[src/rtl/seg_scan_ctrl.sv]
// Memory-mapped multiplexed seven-segment scan controller.
// Define SEG_LZ_SUPPRESS_EN to enable leading-zero blanking.
module seg_scan_ctrl #(
  parameter int          DIGITS       = 4,
  parameter int          SCAN_DIV     = 256,
  parameter int          BLANK_CYCLES = 16,
  parameter logic [15:0] BASE_ADDR    = 16'h4000
) (
  input  logic        clock,
  input  logic        reset,
  input  logic        writeM,
  input  logic [15:0] addressM,
  input  logic [15:0] outM,
  output logic [15:0] rdata,
  output logic        hit,
  output logic [7:0]  sel,
  output logic [7:0]  data
);

  localparam int CW = $clog2(SCAN_DIV);
  localparam logic [CW-1:0] BLANK_LAST =
    CW'(BLANK_CYCLES - 1);
  localparam logic [CW-1:0] DRIVE_LAST =
    CW'(SCAN_DIV - BLANK_CYCLES - 1);
  localparam logic [2:0] DIG_LAST = 3'(DIGITS - 1);

  localparam logic [0:0] ST_BLANK = 1'b0;
  localparam logic [0:0] ST_DRIVE = 1'b1;

  logic [15:0]   val_lo, val_hi;
  logic          en;
  logic [7:0]    dp_mask;
  logic [31:0]   sh_val;
  logic [7:0]    sh_dp;
  logic [0:0]    state;
  logic [CW-1:0] cnt;
  logic [2:0]    digit;

  logic [15:0] off;
  logic        wr;
  logic [31:0] shifted;
  logic [3:0]  nib;
  logic        dp_n;
  logic [7:0]  sel_d, data_d;

  function automatic logic [6:0] segcom(
    input logic [3:0] n
  );
    case (n)
      4'h0: segcom = 7'h40;
      4'h1: segcom = 7'h79;
      4'h2: segcom = 7'h24;
      4'h3: segcom = 7'h30;
      4'h4: segcom = 7'h19;
      4'h5: segcom = 7'h12;
      4'h6: segcom = 7'h02;
      4'h7: segcom = 7'h78;
      4'h8: segcom = 7'h00;
      4'h9: segcom = 7'h10;
      4'hA: segcom = 7'h08;
      4'hB: segcom = 7'h03;
      4'hC: segcom = 7'h46;
      4'hD: segcom = 7'h21;
      4'hE: segcom = 7'h06;
      default: segcom = 7'h0E;
    endcase
  endfunction

  // Wrapping subtraction makes the range test a single compare.
  assign off = addressM - BASE_ADDR;
  assign hit = off < 16'd3;
  assign wr  = writeM & hit;

  always_comb begin
    rdata = '0;
    unique case (1'b1)
      hit && off[1:0] == 2'd0: rdata = val_lo;
      hit && off[1:0] == 2'd1: rdata = val_hi;
      hit && off[1:0] == 2'd2:
        rdata = {dp_mask, 7'b0, en};
      default: rdata = '0;
    endcase
  end

  assign shifted = sh_val >> {digit, 2'b00};
  assign nib     = shifted[3:0];
  assign dp_n    = ~sh_dp[digit];

  always_comb begin
    sel_d  = 8'hFF;
    data_d = 8'hFF;
    if (state == ST_DRIVE) begin
      sel_d  = ~(8'h01 << digit);
      data_d = {dp_n, segcom(nib)};
`ifdef SEG_LZ_SUPPRESS_EN
      if (digit != 3'd0 && shifted == 32'd0)
        data_d = {dp_n, 7'h7F};
`endif
    end
  end

  always_ff @(posedge clock) begin
    if (reset) begin
      val_lo  <= '0;
      val_hi  <= '0;
      en      <= 1'b1;
      dp_mask <= '0;
      sh_val  <= '0;
      sh_dp   <= '0;
      state   <= ST_BLANK;
      cnt     <= '0;
      digit   <= '0;
      sel     <= 8'hFF;
      data    <= 8'hFF;
    end else begin
      if (wr) begin
        case (off[1:0])
          2'd0: val_lo <= outM;
          2'd1: val_hi <= outM;
          2'd2: begin
            en      <= outM[0];
            dp_mask <= outM[15:8];
          end
          default: ;
        endcase
      end
      sel  <= sel_d;
      data <= data_d;
      if (!en) begin
        state  <= ST_BLANK;
        cnt    <= '0;
        digit  <= '0;
        sh_val <= {val_hi, val_lo};
        sh_dp  <= dp_mask;
      end else if (state == ST_BLANK) begin
        if (cnt == BLANK_LAST) begin
          state <= ST_DRIVE;
          cnt   <= '0;
        end else begin
          cnt <= cnt + 1'b1;
        end
      end else if (cnt == DRIVE_LAST) begin
        state <= ST_BLANK;
        cnt   <= '0;
        // Frame wrap: latch the pre-write live values.
        if (digit == DIG_LAST) begin
          digit  <= '0;
          sh_val <= {val_hi, val_lo};
          sh_dp  <= dp_mask;
        end else begin
          digit <= digit + 1'b1;
        end
      end else begin
        cnt <= cnt + 1'b1;
      end
    end
  end

endmodule

[config.mk]
export PLATFORM = sky130hd
export DESIGN_NAME = seg_scan_ctrl
export DESIGN_NICKNAME = d
export VERILOG_FILES = /design/src/rtl/seg_scan_ctrl.sv
export SDC_FILE = /design/constraint.sdc
export NUM_CORES = 1
export LEC_CHECK = 0
export CAP_MARGIN = 10
export CELL_PAD_IN_SITES_DETAIL_PLACEMENT = 0
export CELL_PAD_IN_SITES_GLOBAL_PLACEMENT = 2
export CORE_ASPECT_RATIO = 0.5
export CORE_MARGIN = 2
export CORE_UTILIZATION = 37
export CTS_CLUSTER_DIAMETER = 50
export DETAILED_ROUTE_END_ITERATION = 12
export GPL_TIMING_DRIVEN = 0
export PLACE_DENSITY = 0.92
export RECOVER_POWER = 50
export SLEW_MARGIN = 20
export SYNTH_ARGS = -nofsm -noshare
export SYNTH_HDL_FRONTEND = slang
export SYNTH_SLANG_ARGS = --single-unit
[constraint.sdc]
create_clock -name clock -period 4.46 [get_ports clock]
set_input_delay 0.446 -clock clock [delete_from_list [all_inputs] [get_ports clock]]
set_output_delay 0.446 -clock clock [all_outputs]
set_load 0.01 [all_outputs]
==> reports/qor.tcl <==
set qor(wl_um) 11400
set qor(cells_taking_the_most_area_after_synthesis) {sky130_fd_sc_hd__dfxtp_1 (45%), sky130_fd_sc_hd__mux2i_1 (21%), sky130_fd_sc_hd__nor2_1 (9.5%), sky130_fd_sc_hd__mux4_2 (3.7%), sky130_fd_sc_hd__ha_1 (2.8%)}
set qor(crit_path_start) {digit[0]$_SDFFE_PP0P_}
set qor(worstPathMaxFanout) 10
set qor(regToRegEndpoint) {data[3]$_SDFF_PP1_}
set qor(hp-class) {reg2reg}
set qor(unrepaired_setup_endpoints_after_global_routing) {false}
set qor(buffer_ports.inserted) 66
set qor(final_cell_area_um2) 6000
set qor(postRouteAntennaNets) 0
set qor(postCtsResizedCells) 0
set qor(initial_utilization_pct) 38.2
set qor(layout.cells.most_common) {sky130_fd_sc_hd__nor2_1}
set qor(worst-endpoint-arrival_ns) 3.83
set qor(slew-limit-headroom_pct) 41.0
set qor(detail_route.wl_per_cell_um) 15.3
set qor(hpwlAfterDp_um) 8450
set qor(postSynthNetCount) 535
set qor(peakVddDrop_uv) 158
set qor(place_area_um2) 5730
set qor(async_flop_share_pct) 0
set qor(cts.htree.levels) 3
set qor(drcViolationCount) 0
set qor(place.gp.congestion) 0.826
set qor(antenna_diode_count) 0
set qor(timing.setup.critical_path_class) {reg2reg}
set qor(fin_nets) 612
set qor(synth_top_area_share_pct) 44.9
set qor(setup-tns-final_ns) 0
set qor(grt.overflow.total) 0
set qor(cts.repair_timing.setup_buffer_count) 0
set qor(fillerInstances) 1215
set qor(drv_slew) 0
set qor(share_clk_of_total_power_pct) 43.0
set qor(cellLeakagePower_uw) 0.00204
set qor(clockBufferDepth) 2
set qor(synth_enable_flop_cells) 0
set qor(grt_pass1_vias) 3494
set qor(cp.required_ns) 4.68
set qor(die-area_um2) 14100
set qor(avgViaCountPerCell) 4.87
set qor(first_pass_grt_wire_length_um) 18700
set qor(cell_taking_the_most_area_after_synthesis) {sky130_fd_sc_hd__dfxtp_1}
set qor(yosysWarnings) 0
set qor(maxCapViolations) 0
set qor(start_kind) {flip-flop}
set qor(pre_cts_ws_ns) 0.908
set qor(fp.coreArea_um2) 12700
set qor(status) {finished clean}
set qor(worst_slew_pin_tran_ns) 0.878
set qor(cellInternalPower_uw) 1460
set qor(rr_worst_depth) 10
set qor(die-height_um) 85.0
set qor(worst_r2r_startpoint) {digit[0]$_SDFFE_PP0P_}
set qor(layout_common_cells) {sky130_fd_sc_hd__nor2_1 (123), sky130_fd_sc_hd__dfxtp_1 (109), sky130_fd_sc_hd__mux2i_1 (104)}
set qor(cts_tree) {built}
set qor(detail_route.iter0.violations) 202
set qor(clock_insertion_delay_worst_skew_ns) 0.35
set qor(drt_pre_antenna_iters) 4
set qor(fin_skew_ns) 0.00381
set qor(power_density_of_the_placed_cells_nw_per_um2) 309
set qor(syn_area_um2) 4860
set qor(yosys_register_bits) 109
set qor(postCtsHoldBufs) 0
set qor(swShare_pct) 21.1
set qor(drive_gt1_share_pct) 6.83
set qor(post_synth.cell_area_avg_um2) 9.94
set qor(total_i_o_pin_count) 68
set qor(finalWorstSetupSlack_ns) 0.842
set qor(root_buffer) {sky130_fd_sc_hd__clkbuf_16}
set qor(seq_power_share_pct) 52.7
set qor(fin_util_pct) 47.1
set qor(fp.dieW_um) 166
set qor(p_comb_share_pct) 4.3
set qor(synthDistinctLibCells) 49
set qor(global_route.usage.total_pct) 17.1
set qor(power.switching_uw) 391
set qor(cts_inserted_buffers) 9
set qor(numClockSinks) 109
set qor(design_power_total_uw) 1850
set qor(endpoints_failing_setup) 0
set qor(ff2ff_setup_slack_ns) 0.84
set qor(timing.critical_path.to) {data[3]$_SDFF_PP1_}
set qor(maximum_number_of_pins_on_one_net_before_global_route_repair) 17
set qor(post_route_minimum_period_ns) 3.62
set qor(finalCritPeriodShare_pct) 81.1
set qor(worst_setup_end_kind) {flip-flop}
set qor(floorplan_row_count) 29
set qor(clk_transition_reported_paths_ns) 0.07
set qor(grt_antenna_before_repair) 0
set qor(vias) 3608
set qor(yosysSeqAreaShare_pct) 44.9
set qor(achievable-frequency_mhz) 276
set qor(final_hold_viol_count) 0
set qor(netlist_instances) 489
set qor(ys_dominant_reg_cell) {sky130_fd_sc_hd__dfxtp_1}
set qor(area.growth.synth_to_final_pct) 23.5
## power groups by stage
| stage | registers, uW | logic (uW) | clock network, uW |
|---|---|---|---|
| after floorplan | 999 | 30.2 | 0 |
| after global placement | 999 | 79.3 | 0 |
| after detailed placement | 1000 | 79.8 | 0 |
| after CTS | 977 | 79.9 | 816 |
| after global routing | 977 | 85.6 | 856 |
| final | 977 | 78.9 | 797 |
## area by class of cell
type / instances / area, um2 / share of cell area (%)
clock inverters: 4 / 47.5 / 0.792
flip-flops and latches: 109 / 2180 / 36.4
well taps: 170 / 213 / 3.54
plain buffers: 30 / 141 / 2.36
inverters: 9 / 33.8 / 0.563
repair buffers: 66 / 661 / 11.0
clock buffers: 12 / 246 / 4.11
multi-input cells: 341 / 2480 / 41.3
## synth_stat cells (3+ instances only)
library cell	n
sky130_fd_sc_hd__a21oi_1	13
sky130_fd_sc_hd__a31oi_1	3
sky130_fd_sc_hd__buf_2	6
sky130_fd_sc_hd__buf_4	5
sky130_fd_sc_hd__buf_6	3
sky130_fd_sc_hd__clkbuf_1	15
sky130_fd_sc_hd__dfxtp_1	109
sky130_fd_sc_hd__ha_1	11
sky130_fd_sc_hd__inv_1	7
sky130_fd_sc_hd__mux2i_1	104
sky130_fd_sc_hd__mux4_2	8
sky130_fd_sc_hd__nand2_1	18
sky130_fd_sc_hd__nand3_1	10
sky130_fd_sc_hd__nor2_1	123
sky130_fd_sc_hd__nor2b_1	4
sky130_fd_sc_hd__nor4_4	3
sky130_fd_sc_hd__xnor2_1	4
sky130_fd_sc_hd__xor2_1	3
## how the worst min path moves through the flow
stage / endpoint / start / slack, ns / cells after the start
floorplan: cnt[0]$_SDFF_PP0_ / cnt[0]$_SDFF_PP0_ / 0.43 / 1
global placement: cnt[0]$_SDFF_PP0_ / cnt[0]$_SDFF_PP0_ / 0.44 / 1
detailed placement: cnt[0]$_SDFF_PP0_ / cnt[0]$_SDFF_PP0_ / 0.46 / 1
CTS: cnt[0]$_SDFF_PP0_ / cnt[0]$_SDFF_PP0_ / 0.47 / 1
global route: cnt[0]$_SDFF_PP0_ / cnt[0]$_SDFF_PP0_ / 0.50 / 1
finish: cnt[0]$_SDFF_PP0_ / cnt[0]$_SDFF_PP0_ / 0.46 / 1
## flip-flops by register name, indices dropped and copies added (netlist names)
register  count
sh_val       32
val_hi       16
val_lo       16
cnt           8
data          8
dp_mask       8
sel           8
sh_dp         8
digit         3
en            1
state         1
## metal layers
layer / track usage [%] / part of all wire [%]
met5: 0 / 0
met3: 3.73 / 5.3
met4: 5.45 / 1.1
met2: 26.2 / 42
met1: 24.2 / 52
## critical path, stage by stage, from the launching register on
cell	delay (ns)
sky130_fd_sc_hd__dfxtp_1	0.36
sky130_fd_sc_hd__buf_2	0.23
sky130_fd_sc_hd__clkbuf_1	0.65
sky130_fd_sc_hd__mux4_2	0.59
sky130_fd_sc_hd__mux2i_1	0.65
sky130_fd_sc_hd__inv_1	0.20
sky130_fd_sc_hd__ha_1	0.25
sky130_fd_sc_hd__inv_1	0.07
sky130_fd_sc_hd__a21oi_1	0.04
sky130_fd_sc_hd__a2111oi_0	0.36
sky130_fd_sc_hd__a31oi_1	0.07
## cells by family after synthesis
family	share of synthesized area, %
AOI/OAI and AO/OA	4.69
xor gates and xnor gates	1.26
adders and majority gates	2.83
buffers and inverters	4.02
DFF	44.9
muxes	25.6
and+or+nand+nor	16.7
## metrics by stage
stage,instances,hold slack [ns]
2_1_floorplan,489,0.426
3_3_place_gp,725,0.443
3_5_place_dp,725,0.455
4_1_cts,741,0.470
5_1_grt,741,0.496
6_report,741,0.458
(Power assumes the default switching activity.)
